<file path="src/rtl/rf_wr_arbiter_if.sv">
`default_nettype none
// ============================================================================
// Module      : rf_wr_arbiter_if
// Description : Requester-side bundle for the register-file write arbiter.
//               NREQ valid/ready channels, each carrying a destination address
//               and an 8-bit write data word, packed by requester index.
// Revision    : 1.0 - initial release
// ============================================================================
interface rf_wr_arbiter_if #(
  parameter int NREQ = 3,
  parameter int PW   = 3
) ();
  logic [NREQ-1:0]    req_valid;
  logic [NREQ*PW-1:0] req_addr;
  logic [NREQ*8-1:0]  req_data;
  logic [NREQ-1:0]    req_ready;

  // Requesters drive the payload and see the grant.
  modport master (
    output req_valid,
    output req_addr,
    output req_data,
    input  req_ready
  );

  // The arbiter consumes the payload and returns the one-hot grant.
  modport slave (
    input  req_valid,
    input  req_addr,
    input  req_data,
    output req_ready
  );
endinterface
`default_nettype wire

</file>
<file path="src/rtl/rf_wr_arbiter.sv">
`default_nettype none
// ============================================================================
// Module      : rf_wr_arbiter
// Description : Round-robin arbiter sharing the single register-file write
//               port among NREQ requesters. One registered write stage drives
//               wr_en/wr_addr/dat_in; busy_vec flags the in-flight destination.
//               Optional r0 protection with a saturating drop counter.
//               Optional macro RF_WR_BYPASS_EN adds two read-port forwarding
//               muxes fed from the write stage.
// Revision    : 1.0 - initial release
// ============================================================================
module rf_wr_arbiter #(
  parameter int PW      = 3,
  parameter int NREQ    = 3,
  parameter int LOCK_R0 = 1
) (
  input  wire logic                 clk,
  input  wire logic                 rst_n,
  rf_wr_arbiter_if.slave            req,
  input  wire logic                 hold,
  output logic                      wr_en,
  output logic [PW-1:0]             wr_addr,
  output logic [7:0]                dat_in,
  output logic [(1<<PW)-1:0]        busy_vec,
  output logic [7:0]                drop_cnt
`ifdef RF_WR_BYPASS_EN
  ,
  input  wire logic [PW-1:0]        rd_addrA,
  input  wire logic [PW-1:0]        rd_addrB,
  input  wire logic [7:0]           rf_datA,
  input  wire logic [7:0]           rf_datB,
  output logic [7:0]                fwd_datA,
  output logic [7:0]                fwd_datB
`endif
);

  localparam int c_NREGS = 1 << PW;
  localparam int c_PTRW  = (NREQ > 1) ? $clog2(NREQ) : 1;

  // Write stage and arbitration state
  logic              r_stage_valid;
  logic [PW-1:0]     r_wr_addr;
  logic [7:0]        r_dat_in;
  logic [c_PTRW-1:0] r_rr_ptr;
  logic [7:0]        r_drop_cnt;

  // Arbitration results
  logic [NREQ-1:0]   w_grant;
  logic [c_PTRW-1:0] w_gidx;
  logic [c_PTRW-1:0] w_scan;
  logic [c_PTRW-1:0] w_next_ptr;
  logic              w_found;
  logic              w_accept;
  logic              w_drop;
  logic [PW-1:0]     w_sel_addr;
  logic [7:0]        w_sel_data;
  int                w_pos;

  // Round-robin search: first valid requester at or above rr_ptr, wrapping.
  always_comb begin
    w_grant = '0;
    w_gidx  = '0;
    w_found = 1'b0;
    w_scan  = '0;
    w_pos   = 0;
    for (int k = 0; k < NREQ; k++) begin
      w_pos = int'(r_rr_ptr) + k;
      if (w_pos >= NREQ) begin
        w_pos = w_pos - NREQ;
      end
      w_scan = c_PTRW'(w_pos);
      if (!w_found && req.req_valid[w_scan]) begin
        w_found         = 1'b1;
        w_gidx          = w_scan;
        w_grant[w_scan] = 1'b1;
      end
    end
  end

  // Payload mux driven only by the granted lane so idle lanes' X never leaks.
  always_comb begin
    w_sel_addr = '0;
    w_sel_data = '0;
    for (int i = 0; i < NREQ; i++) begin
      if (w_grant[i]) begin
        w_sel_addr = req.req_addr[i*PW +: PW];
        w_sel_data = req.req_data[i*8 +: 8];
      end
    end
  end

  assign req.req_ready = hold ? '0 : w_grant;
  assign w_accept      = w_found & ~hold;
  assign w_next_ptr    = (w_gidx == c_PTRW'(NREQ - 1)) ? '0 : (w_gidx + c_PTRW'(1));
  assign w_drop        = (LOCK_R0 != 0) && (w_sel_addr == '0);

  // Write stage, pointer advance and r0 drop counter; hold freezes everything.
  always_ff @(posedge clk) begin
    if (!rst_n) begin
      r_stage_valid <= 1'b0;
      r_wr_addr     <= '0;
      r_dat_in      <= '0;
      r_rr_ptr      <= '0;
      r_drop_cnt    <= '0;
    end else if (!hold) begin
      if (w_accept) begin
        r_rr_ptr <= w_next_ptr;
        if (w_drop) begin
          r_stage_valid <= 1'b0;
          if (r_drop_cnt != 8'hFF) begin
            r_drop_cnt <= r_drop_cnt + 8'd1;
          end
        end else begin
          r_stage_valid <= 1'b1;
          r_wr_addr     <= w_sel_addr;
          r_dat_in      <= w_sel_data;
        end
      end else begin
        r_stage_valid <= 1'b0;
      end
    end
  end

  assign wr_en    = r_stage_valid & ~hold;
  assign wr_addr  = r_wr_addr;
  assign dat_in   = r_dat_in;
  assign drop_cnt = r_drop_cnt;

  // One-hot flag of the destination currently parked in the stage.
  always_comb begin
    busy_vec = '0;
    for (int k = 0; k < c_NREGS; k++) begin
      busy_vec[k] = r_stage_valid && (r_wr_addr == PW'(k));
    end
  end

`ifdef RF_WR_BYPASS_EN
  // Forward the in-flight write to a reader of the same register (never r0 when locked).
  always_comb begin
    fwd_datA = rf_datA;
    fwd_datB = rf_datB;
    if (wr_en && (wr_addr == rd_addrA) && !((LOCK_R0 != 0) && (rd_addrA == '0))) begin
      fwd_datA = dat_in;
    end
    if (wr_en && (wr_addr == rd_addrB) && !((LOCK_R0 != 0) && (rd_addrB == '0))) begin
      fwd_datB = dat_in;
    end
  end
`endif

endmodule
`default_nettype wire

</file>
<file path="src/flat_wrapper.sv">
// flat-port wrapper written by rule: the top's interface ports become plain ports
module rf_wr_arbiter_flat 
#(
  parameter int PW      = 3,
  parameter int NREQ    = 3,
  parameter int LOCK_R0 = 1
)
  (clk, rst_n, hold, wr_en, wr_addr, dat_in, busy_vec, drop_cnt, req_req_valid, req_req_addr, req_req_data, req_req_ready);
  rf_wr_arbiter_if #(.NREQ(NREQ), .PW(PW)) req_i ();
  input  wire logic clk;
  input  wire logic rst_n;
  input  wire logic hold;
  output logic wr_en;
  output logic [PW-1:0] wr_addr;
  output logic [7:0] dat_in;
  output logic [(1<<PW)-1:0] busy_vec;
  output logic [7:0] drop_cnt;
  input wire logic [$bits(req_i.req_valid)-1:0] req_req_valid;
  input wire logic [$bits(req_i.req_addr)-1:0] req_req_addr;
  input wire logic [$bits(req_i.req_data)-1:0] req_req_data;
  output wire logic [$bits(req_i.req_ready)-1:0] req_req_ready;
  assign req_i.req_valid = req_req_valid;
  assign req_i.req_addr = req_req_addr;
  assign req_i.req_data = req_req_data;
  assign req_req_ready = req_i.req_ready;
  rf_wr_arbiter #(.PW(PW), .NREQ(NREQ), .LOCK_R0(LOCK_R0)) u_core (.clk(clk), .rst_n(rst_n), .req(req_i), .hold(hold), .wr_en(wr_en), .wr_addr(wr_addr), .dat_in(dat_in), .busy_vec(busy_vec), .drop_cnt(drop_cnt));
endmodule
</file>
<file path="config.mk">
export PLATFORM = sky130hd
export DESIGN_NAME = rf_wr_arbiter_flat
export DESIGN_NICKNAME = d
export VERILOG_FILES = /design/src/rtl/rf_wr_arbiter_if.sv /design/src/rtl/rf_wr_arbiter.sv /design/src/flat_wrapper.sv
export SDC_FILE = /design/constraint.sdc
export NUM_CORES = 1
export LEC_CHECK = 0
export ABC_AREA = 1
export BUFFER_PORTS_ARGS = -buffer_cell sky130_fd_sc_hd__clkbuf_2
export CAP_MARGIN = 20
export CORE_ASPECT_RATIO = 0.9
export CORE_MARGIN = 2
export CORE_UTILIZATION = 49
export CTS_CLUSTER_DIAMETER = 80
export DETAILED_ROUTE_END_ITERATION = 12
export MAX_ROUTING_LAYER = met4
export PLACE_DENSITY_LB_ADDON = 0.2
export SLEW_MARGIN = 20
export SYNTH_ARGS = -nofsm -noshare
export SYNTH_HDL_FRONTEND = slang
export SYNTH_SLANG_ARGS = --single-unit
</file>
<file path="constraint.sdc">
create_clock -name clk -period 2.8 [get_ports clk]
set_clock_uncertainty 0.15 [all_clocks]
set_input_delay 0.56 -clock clk [delete_from_list [all_inputs] [get_ports clk]]
set_output_delay 0.56 -clock clk [all_outputs]
set_load 0.02 [all_outputs]
</file>
==> results.toml, run 1 <==
[final_layout]
layout-drive-gt1-share_pct = 39.60
num_antenna_cells = 0
fillCellCount = 307
fin_area_um2 = 2366
final_cells = 395
nNetsFinal = 396
area_growth_pct = 31.05

[routing]
dr.first_iter.drc_count = 130
vias_per_cell = 5.066
routed_wl_um = 4563
drc_errors = 0
vias = 2001
wl_per_cell_um = 11.55
ant_nets = 0
drt_first_pass_iters = 4

[clock_tree]
clock_latency_ns = 0.26
cts_tree = "built"
cts_buffers = 3
clock_sinks = 22
clkTransAtPathRegs_ns = 0.08
postCtsHoldBufs = 0
h-tree-depth = 1
root_buffer = "clkbuf_8"
clockBufferDepth = 2

[worst_hold_path]
min_path_type = "reg2reg"

[synth]
yosysMostFrequentCell = "nand2_1"
synth_seq_cells = 22
ys_seq_area_share_pct = 24.39
syn_inst = 274
synth_edf_count = 0
synthSimpleGateAreaFrac_pct = 48.65
synthAdderAreaFrac_pct = 3.465
synth_top_area_cell = "dfxtp_1"
syn-cell-area_um2 = 1805
synth_xor_area_share_pct = 2.911
synthMuxAreaShare_pct = 0
ys.flop_type = "dfxtp_1"
synthArstFlopShare_pct = 0
synth_top_cell_area_share_pct = 24.39
ys_warn_count = 0
synthDistinctLibCells = 33
avgSynthCellArea_um2 = 6.589
syn_nets = 318
ys_top_cells_by_area = "dfxtp_1 (24%), nand2_1 (14%), nor2_1 (7.3%)"
synth-compound-area-share_pct = 12.54
yosys-top-cells-count = "nand2_1 (69), nor2_1 (35), nand3_1 (23)"
synth_top_family_by_area = "simple AND/OR/NAND/NOR gates"

[grt]
grt.overflow.total = 0
track_usage_pct = 22.28
grt_pass1_wl_um = 7072
grt_pass1_vias = 1651
grt_antenna_before_repair = 0
grt_start_max_net_pins = 14

[critical_path]
start_kind = "register"
worst-setup-path-type = "reg2out"
critPathMaxFanout = 11
cp_slowest_cell = "dfxtp_4"
arrival_ns = 1.95
endpoint_kind = "output pin"
cp_top_family = "simple AND/OR/NAND/NOR gates"
max_stage_delay_ns = 0.37
cp_num_buf_inv = 4
critPathRequiredTime_ns = 2.09
crit_top_cell = "nand2_1"
crit_chain = "inv_1 > ha_1 > inv_2 > nand2_1 > nand2_1 > nand2_4 > inv_1 > nand2_1 > nand2_1 > nor2_4 > nor2_1 > buf_2"

[job]
drv_cap = 0

[timing]
final_hold_viol_count = 0
worst_pin_slew_ns = 0.4373
setup_viol = 0
slew_headroom_pct = 70.82
worst_slack_ns = 0.1406
holdWs_ns = 0.3333
period_share_pct = 94.98
fmax_ghz = 0.3760
final_max_slew_viol_count = 0
period_minus_slack_ns = 2.659

[die]
core_um2 = 3453
pin_count = 70
start_util_pct = 52.28
die_h_um = 61.59
die_area_um2 = 4187
die_w_um = 67.99
row_count = 20

[place]
dp_hpwl_um = 3553
dp.cells = 385
dpl_worst_slack_ns = 0.04487
place_congestion = 0.8912
port_buffers = 69
placedInstanceArea_um2 = 2193

[power_and_ir_drop]
power_density_nw_per_um2 = 1260
p_leak_nw = 1.161
ir_worst_vdd_v = 0.0004917

[run_status]
status = "completed"
-- worst paths after layout --
path                        end  cells past startpoint                from  slack (ns)
min          u_core.r_rr_ptr[0]                      2  u_core.r_rr_ptr[0]        0.33
max reg2reg    u_core.dat_in[4]                     16  u_core.r_rr_ptr[1]        0.20
max            req_req_ready[0]                     12  u_core.r_rr_ptr[1]        0.14
min reg2reg  u_core.r_rr_ptr[0]                      2  u_core.r_rr_ptr[0]        0.33
-- kinds of logic after synthesis --
logic type | count (synthesis)
DFF | 22
xor gates and xnor gates | 6
adders and majority gates | 5
AOI/OAI and AO/OA | 35
buffers and inverters | 32
and+or+nand+nor | 174
-- repair_timing --
action | 4_1_cts | 5_1_grt
pin swaps | 0 | 4
buffers inserted | 0 | 6
resized for setup | 3 | 12
setup endpoints to repair | 3 | 23
-- area by class of cell --
type,instances,area (um^2),share of cell area [%]
Clock inverter,1,30.03,1.269
Sequential cell,22,445.4,18.83
Tap cell,44,55.05,2.327
Multi-Input combinational cell,220,1269,53.62
Clock buffer,3,41.29,1.745
Timing Repair Buffer,79,422.9,17.87
Inverter,26,102.6,4.336
-- power breakdown --
part           leakage [nW]  total, mW  internal, mW  switching, mW
Combinational         0.945       2.24         0.807           1.43
Clock                0.0357      0.293         0.191          0.102
Sequential            0.181      0.451         0.390         0.0609
Total                  1.16       2.98          1.39           1.59
-- registers in the layout (all words and copies together), names as in the netlist --
| signal | count |
|---|---|
| u_core.r_rr_ptr | 2 |
| u_core.drop_cnt | 8 |
| u_core.wr_addr | 3 |
| u_core.dat_in | 8 |
| u_core.r_stage_valid | 1 |
-- worst register-to-register path: cells and delay by family, from the launching register on --
family / cells / cell delay, ns
adders and majority gates: 1 / 0.23
DFF: 1 / 0.38
and+or+nand+nor: 11 / 1.31
buffers and inverters: 3 / 0.24
AOI/OAI and AO/OA: 1 / 0.18
-- layout by cell type (no fill, tap or decap), drive strengths merged, types with 2 or more instances in the layout --
cell	n
o21ai	10
buf	12
nand3	28
dfxtp	22
nand4	12
xor2	4
inv	25
nand2	80
nor2	50
or2	2
clkbuf	70
xnor2	2
a21oi	24
ha	5
-- metal layers --
metal	vias to the layer above	GRT usage [%]	part of all wire [%]
li1	1040	-	-
met4	0	5.714	0.42
met2	67	33.84	45
met3	2	2.377	7.0
met1	892	31.62	48
met5	-	-	0
-- through the flow --
| step | setup TNS, ns | util (%) | total power, mW |
|---|---|---|---|
| 2_1_floorplan | 0 | - | 2.134 |
| 3_3_place_gp | 0 | 63.51 | 2.460 |
| 3_5_place_dp | 0 | 63.51 | 2.486 |
| 4_1_cts | 0 | 65.98 | 2.807 |
| 5_1_grt | -0.0002895 | 68.51 | 3.275 |
| 6_report | 0 | 68.51 | 2.981 |
(Power assumes the default switching activity.)
==> inputs of run 2 (changes only) <==
--- a/config.mk
+++ b/config.mk
@@ -13,7 +13,6 @@
 export CORE_UTILIZATION = 49
 export CTS_CLUSTER_DIAMETER = 80
 export DETAILED_ROUTE_END_ITERATION = 12
-export MAX_ROUTING_LAYER = met4
 export PLACE_DENSITY_LB_ADDON = 0.2
 export SLEW_MARGIN = 20
 export SYNTH_ARGS = -nofsm -noshare
==> results.toml, run 2 (synthesis results as in run 1) <==
[critical_path]
worstSetupStartpoint = "u_core.r_rr_ptr[1]"
endpoint_kind = "output pin"
arrival_ns = 1.95
critPathMaxFanout = 11
worst_r2r_startpoint = "u_core.r_rr_ptr[1]"
start_kind = "register"
critPathRequiredTime_ns = 2.09
worst-setup-path-type = "reg2out"

[grt]
grt_start_max_net_pins = 14
grt_pass1_wl_um = 7072
track_usage_pct = 21.60
grt_pass1_vias = 1651
grt.overflow.total = 0
grt_antenna_before_repair = 0

[timing]
worst_pin_slew_ns = 0.4373
holdWs_ns = 0.3333
final_hold_viol_count = 0
slew_headroom_pct = 70.82
final_max_slew_viol_count = 0
fmax_ghz = 0.3760
tns_ns = 0
period_share_pct = 94.98
worst_slack_ns = 0.1406
period_minus_slack_ns = 2.659
setup_viol = 0

[routing]
routed_wl_um = 4560
drc_errors = 0
wl_per_cell_um = 11.54
vias_per_cell = 5.068
ant_nets = 0
dr.first_iter.drc_count = 130
drt_first_pass_iters = 4
vias = 2002

[clock_tree]
postCtsHoldBufs = 0
clock_latency_ns = 0.26
h-tree-depth = 1
root_buffer = "clkbuf_8"
cts_tree = "built"
clock_sinks = 22
clkTransAtPathRegs_ns = 0.08
clockBufferDepth = 2
cts_buffers = 3

[final_layout]
fin_area_um2 = 2366
fillCellCount = 307
final_common_cell = "nand2_1"
nNetsFinal = 396
final_cells = 395
layout-drive-gt1-share_pct = 39.60
finish.utilization_pct = 68.51
area_growth_pct = 31.05
final_cell_mix = "nand2_1 (69), clkbuf_2 (67), nor2_1 (34), nand3_1 (22), dfxtp_1 (20)"
regArea_um2 = 445.4
multi_input_area_um2 = 1269
num_antenna_cells = 0

[power_and_ir_drop]
power.internal_mw = 1.388
p_seq_share_pct = 15.1
switchingPower_mw = 1.592
combPwrFrac_pct = 75.0
total_power_mw = 2.980
power_density_nw_per_um2 = 1260
ir_worst_vdd_v = 0.0004917
swShare_pct = 53.43
pwr-share-clk_pct = 9.8
p_leak_nw = 1.161

[place]
port_buffers = 69
place_congestion = 0.8767
dpl_worst_slack_ns = 0.04487
dp.cells = 385
placedInstanceArea_um2 = 2193
dp_hpwl_um = 3553

[die]
start_util_pct = 52.28
die_area_um2 = 4187
pin_count = 70
row_count = 20
die_w_um = 67.99
die_h_um = 61.59
core_um2 = 3453

[job]
drv_cap = 0

[worst_hold_path]
min_path_type = "reg2reg"
worstHoldStart = "u_core.r_rr_ptr[0]"

[run_status]
status = "completed"
==> run 2: critical path: stages (launching register included) <==
cell	delay, ns
dfxtp_4	0.37
inv_1	0.08
ha_1	0.23
inv_2	0.08
nand2_1	0.06
nand2_1	0.07
nand2_4	0.15
inv_1	0.07
nand2_1	0.06
nand2_1	0.12
nor2_4	0.18
nor2_1	0.05
buf_2	0.15
==> run 2: layout make-up <==
| cell class | instances | area share [%] |
|---|---|---|
| Clock inverter | 1 | 1.269 |
| Inverter | 26 | 4.336 |
| Sequential cell | 22 | 18.83 |
| Multi-Input combinational cell | 220 | 53.62 |
| Tap cell | 44 | 2.327 |
| Clock buffer | 3 | 1.745 |
| Timing Repair Buffer | 79 | 17.87 |
==> run 2: path summary, 6_finish.rpt <==
kind / end / slack [ns] / cells after the start
setup / recovery: req_req_ready[0] / 0.14 / 12
hold / removal: u_core.r_rr_ptr[0] / 0.33 / 2
setup reg to reg: u_core.dat_in[4] / 0.20 / 16
hold reg to reg: u_core.r_rr_ptr[0] / 0.33 / 2
==> run 2: what timing repair did <==
item                                    in CTS  in global routing
pin swaps                                    0                  4
resized for setup                            3                 12
endpoints found under the setup margin       3                 23
gates cloned                                 0                  0
setup buffers                                0                  6
==> run 2: layer usage <==
metal	track usage [%]	vias to the layer above	routed length, um
met1	31.62	891	2184
met3	2.377	2	319
met4	5.714	0	19
li1	-	1040	-
met2	33.84	69	2037
met5	0	-	0
==> run 2: power by group through the flow <==
stage               Sequential (mW)  Clock [mW]  Combinational, mW
floorplan                     0.503           0               1.63
global placement              0.448           0               2.01
detailed placement            0.451           0               2.03
CTS                           0.448       0.295               2.06
global route                  0.460       0.313               2.50
finish                        0.451       0.293               2.24
==> inputs of run 3 (changes only) <==
--- a/config.mk
+++ b/config.mk
@@ -8,9 +8,10 @@
 export ABC_AREA = 1
 export BUFFER_PORTS_ARGS = -buffer_cell sky130_fd_sc_hd__clkbuf_2
 export CAP_MARGIN = 20
+export CELL_PAD_IN_SITES_DETAIL_PLACEMENT = 0
+export CELL_PAD_IN_SITES_GLOBAL_PLACEMENT = 1
 export CORE_ASPECT_RATIO = 0.9
-export CORE_MARGIN = 2
-export CORE_UTILIZATION = 49
+export CORE_UTILIZATION = 33
 export CTS_CLUSTER_DIAMETER = 80
 export DETAILED_ROUTE_END_ITERATION = 12
 export PLACE_DENSITY_LB_ADDON = 0.2
==> results.toml, run 3 (synthesis results as in run 1) <==
[run_status]
status = "completed"

[critical_path]
crit_top_cell = "nor2_1"
cp_top_family = "simple AND/OR/NAND/NOR gates"
rr_worst_depth = 15
endpoint_kind = "output pin"
cp_slowest_cell = "dfxtp_4"
start_kind = "register"
cp_num_buf_inv = 4
worst-setup-path-type = "reg2out"
arrival_ns = 1.93
crit_cells = 10
crit_chain = "inv_1 > ha_2 > buf_4 > nor2_1 > a21oi_4 > nand4_2 > inv_2 > nor2_4 > nor2_1 > clkbuf_2"
critPathMaxFanout = 13
max_stage_delay_ns = 0.38
critPathRequiredTime_ns = 2.09

[power_and_ir_drop]
pwr-share-clk_pct = 8.0
combPwrFrac_pct = 76.0
switchingPower_mw = 1.568
ir_worst_vdd_v = 0.0005432
p_leak_nw = 1.132
total_power_mw = 2.824
p_seq_share_pct = 16.0
swShare_pct = 55.52
power.internal_mw = 1.256
power_density_nw_per_um2 = 1209

[place]
place_congestion = 0.8541
dp.cells = 409
dp_hpwl_um = 3787
port_buffers = 69

[routing]
wl_per_cell_um = 11.26
drt_first_pass_iters = 4
vias_per_cell = 4.667
ant_nets = 0
routed_wl_um = 4663
dr.first_iter.drc_count = 104
drc_errors = 0
vias = 1932

[die]
pin_count = 70
start_util_pct = 34.36
die_h_um = 72.17
die_area_um2 = 5771
row_count = 25
core_um2 = 5255
die_w_um = 79.97

[timing]
setup_viol = 0
period_minus_slack_ns = 2.640
fmax_ghz = 0.3788
final_hold_viol_count = 0
slew_headroom_pct = 69.00
tns_ns = 0
period_share_pct = 94.28
final_max_slew_viol_count = 0
worst_pin_slew_ns = 0.4645

[final_layout]
final_cells = 414
layout-drive-gt1-share_pct = 39.19
final_common_cell = "nand2_1"
num_antenna_cells = 0
final_cell_mix = "nand2_1 (69), clkbuf_2 (67), nor2_1 (34), nand3_1 (22), dfxtp_1 (20)"
area_growth_pct = 29.31
nNetsFinal = 392
fillCellCount = 563

[grt]
grt.overflow.total = 0
track_usage_pct = 16.46
grt_pass1_vias = 1715
grt_start_max_net_pins = 14
grt_antenna_before_repair = 0
grt_pass1_wl_um = 7645

[job]
drv_cap = 0

[clock_tree]
clock_sinks = 22
clock_latency_ns = 0.26
cts_buffers = 3
h-tree-depth = 1
clockBufferDepth = 2
cts_tree = "built"
clkTransAtPathRegs_ns = 0.08
root_buffer = "clkbuf_8"

[worst_hold_path]
hold_depth = 2
min_path_type = "reg2reg"
run 3: cell count changes in the layout (fill, tap and decap cells not counted):
cell	delta
ha_1	-1
nand2_8	-1
bufinv_16	-1
nand2_4	+1
buf_4	-4
nand3_4	-1
clkbuf_8	+1
nand3_2	+1
ha_2	+1
run 3: worst paths after layout:
check | start | end | slack (ns)
setup / recovery | u_core.r_rr_ptr[1] | req_req_ready[2] | 0.16
hold / removal | u_core.r_stage_valid | u_core.r_stage_valid | 0.34
setup reg to reg | u_core.r_rr_ptr[1] | u_core.drop_cnt[5] | 0.26
hold reg to reg | u_core.r_stage_valid | u_core.r_stage_valid | 0.34
run 3: cell type report:
class | count | area, um^2 | share of cell area [%]
Clock buffer | 4 | 55.05 | 2.358
Tap cell | 67 | 83.83 | 3.591
Sequential cell | 22 | 445.4 | 19.08
Multi-Input combinational cell | 220 | 1255 | 53.75
Inverter | 26 | 102.6 | 4.394
Timing Repair Buffer | 75 | 392.9 | 16.83
run 3: routing by layer:
metal  global-route usage (%)  wire length, um  share of wire [%]  up-vias
met1                    24.08             2342                 50      848
met4                    3.571               21               0.45        0
li1                         -                -                  -     1035
met2                    25.74             2073                 44       47
met3                    2.138              225                4.8        2
met5                        0                0                  0        -
run 3: through the flow:
stage,hold slack [ns],setup WS [ns],utilization [%],cell area (um^2)
global placement,0.3159,0.1064,42.43,2230
detailed placement,0.3212,0.07283,42.43,2230
CTS,0.3398,0.007746,43.71,2297
global route,0.3566,-0.001012,44.43,2335
floorplan,0.2994,0.2775,-,1805
finish,0.3366,0.1602,44.43,2335
run 3: repair_timing:
| action | 4_1_cts | 5_1_grt |
|---|---|---|
| setup buffers | 0 | 1 |
| pin swaps | 0 | 2 |
| hold buffers | 0 | 0 |
| resized for setup | 2 | 12 |
| setup endpoints to repair | 3 | 23 |
run 3: power by group through the flow:
stage / combinational (mW) / sequential, mW / clock, mW
final: 2.15 / 0.451 / 0.227
after global routing: 2.39 / 0.462 / 0.247
after CTS: 2.11 / 0.447 / 0.238
after detailed placement: 2.08 / 0.452 / 0
after global placement: 2.11 / 0.449 / 0
after floorplan: 1.63 / 0.503 / 0
run 3: worst register-to-register path, cell delays in order, from the launching register on:
cell and delay (ns):
dfxtp_4 0.38, inv_1 0.06, ha_2 0.20, buf_4 0.15
nor2_1 0.18, a21oi_4 0.07, nand4_2 0.10, inv_2 0.06
nor2_4 0.23, nand2_1 0.13, nor2_1 0.13, nor2_2 0.07
nor2_4 0.19, nand3_2 0.16, nand2_1 0.09, a21oi_1 0.06
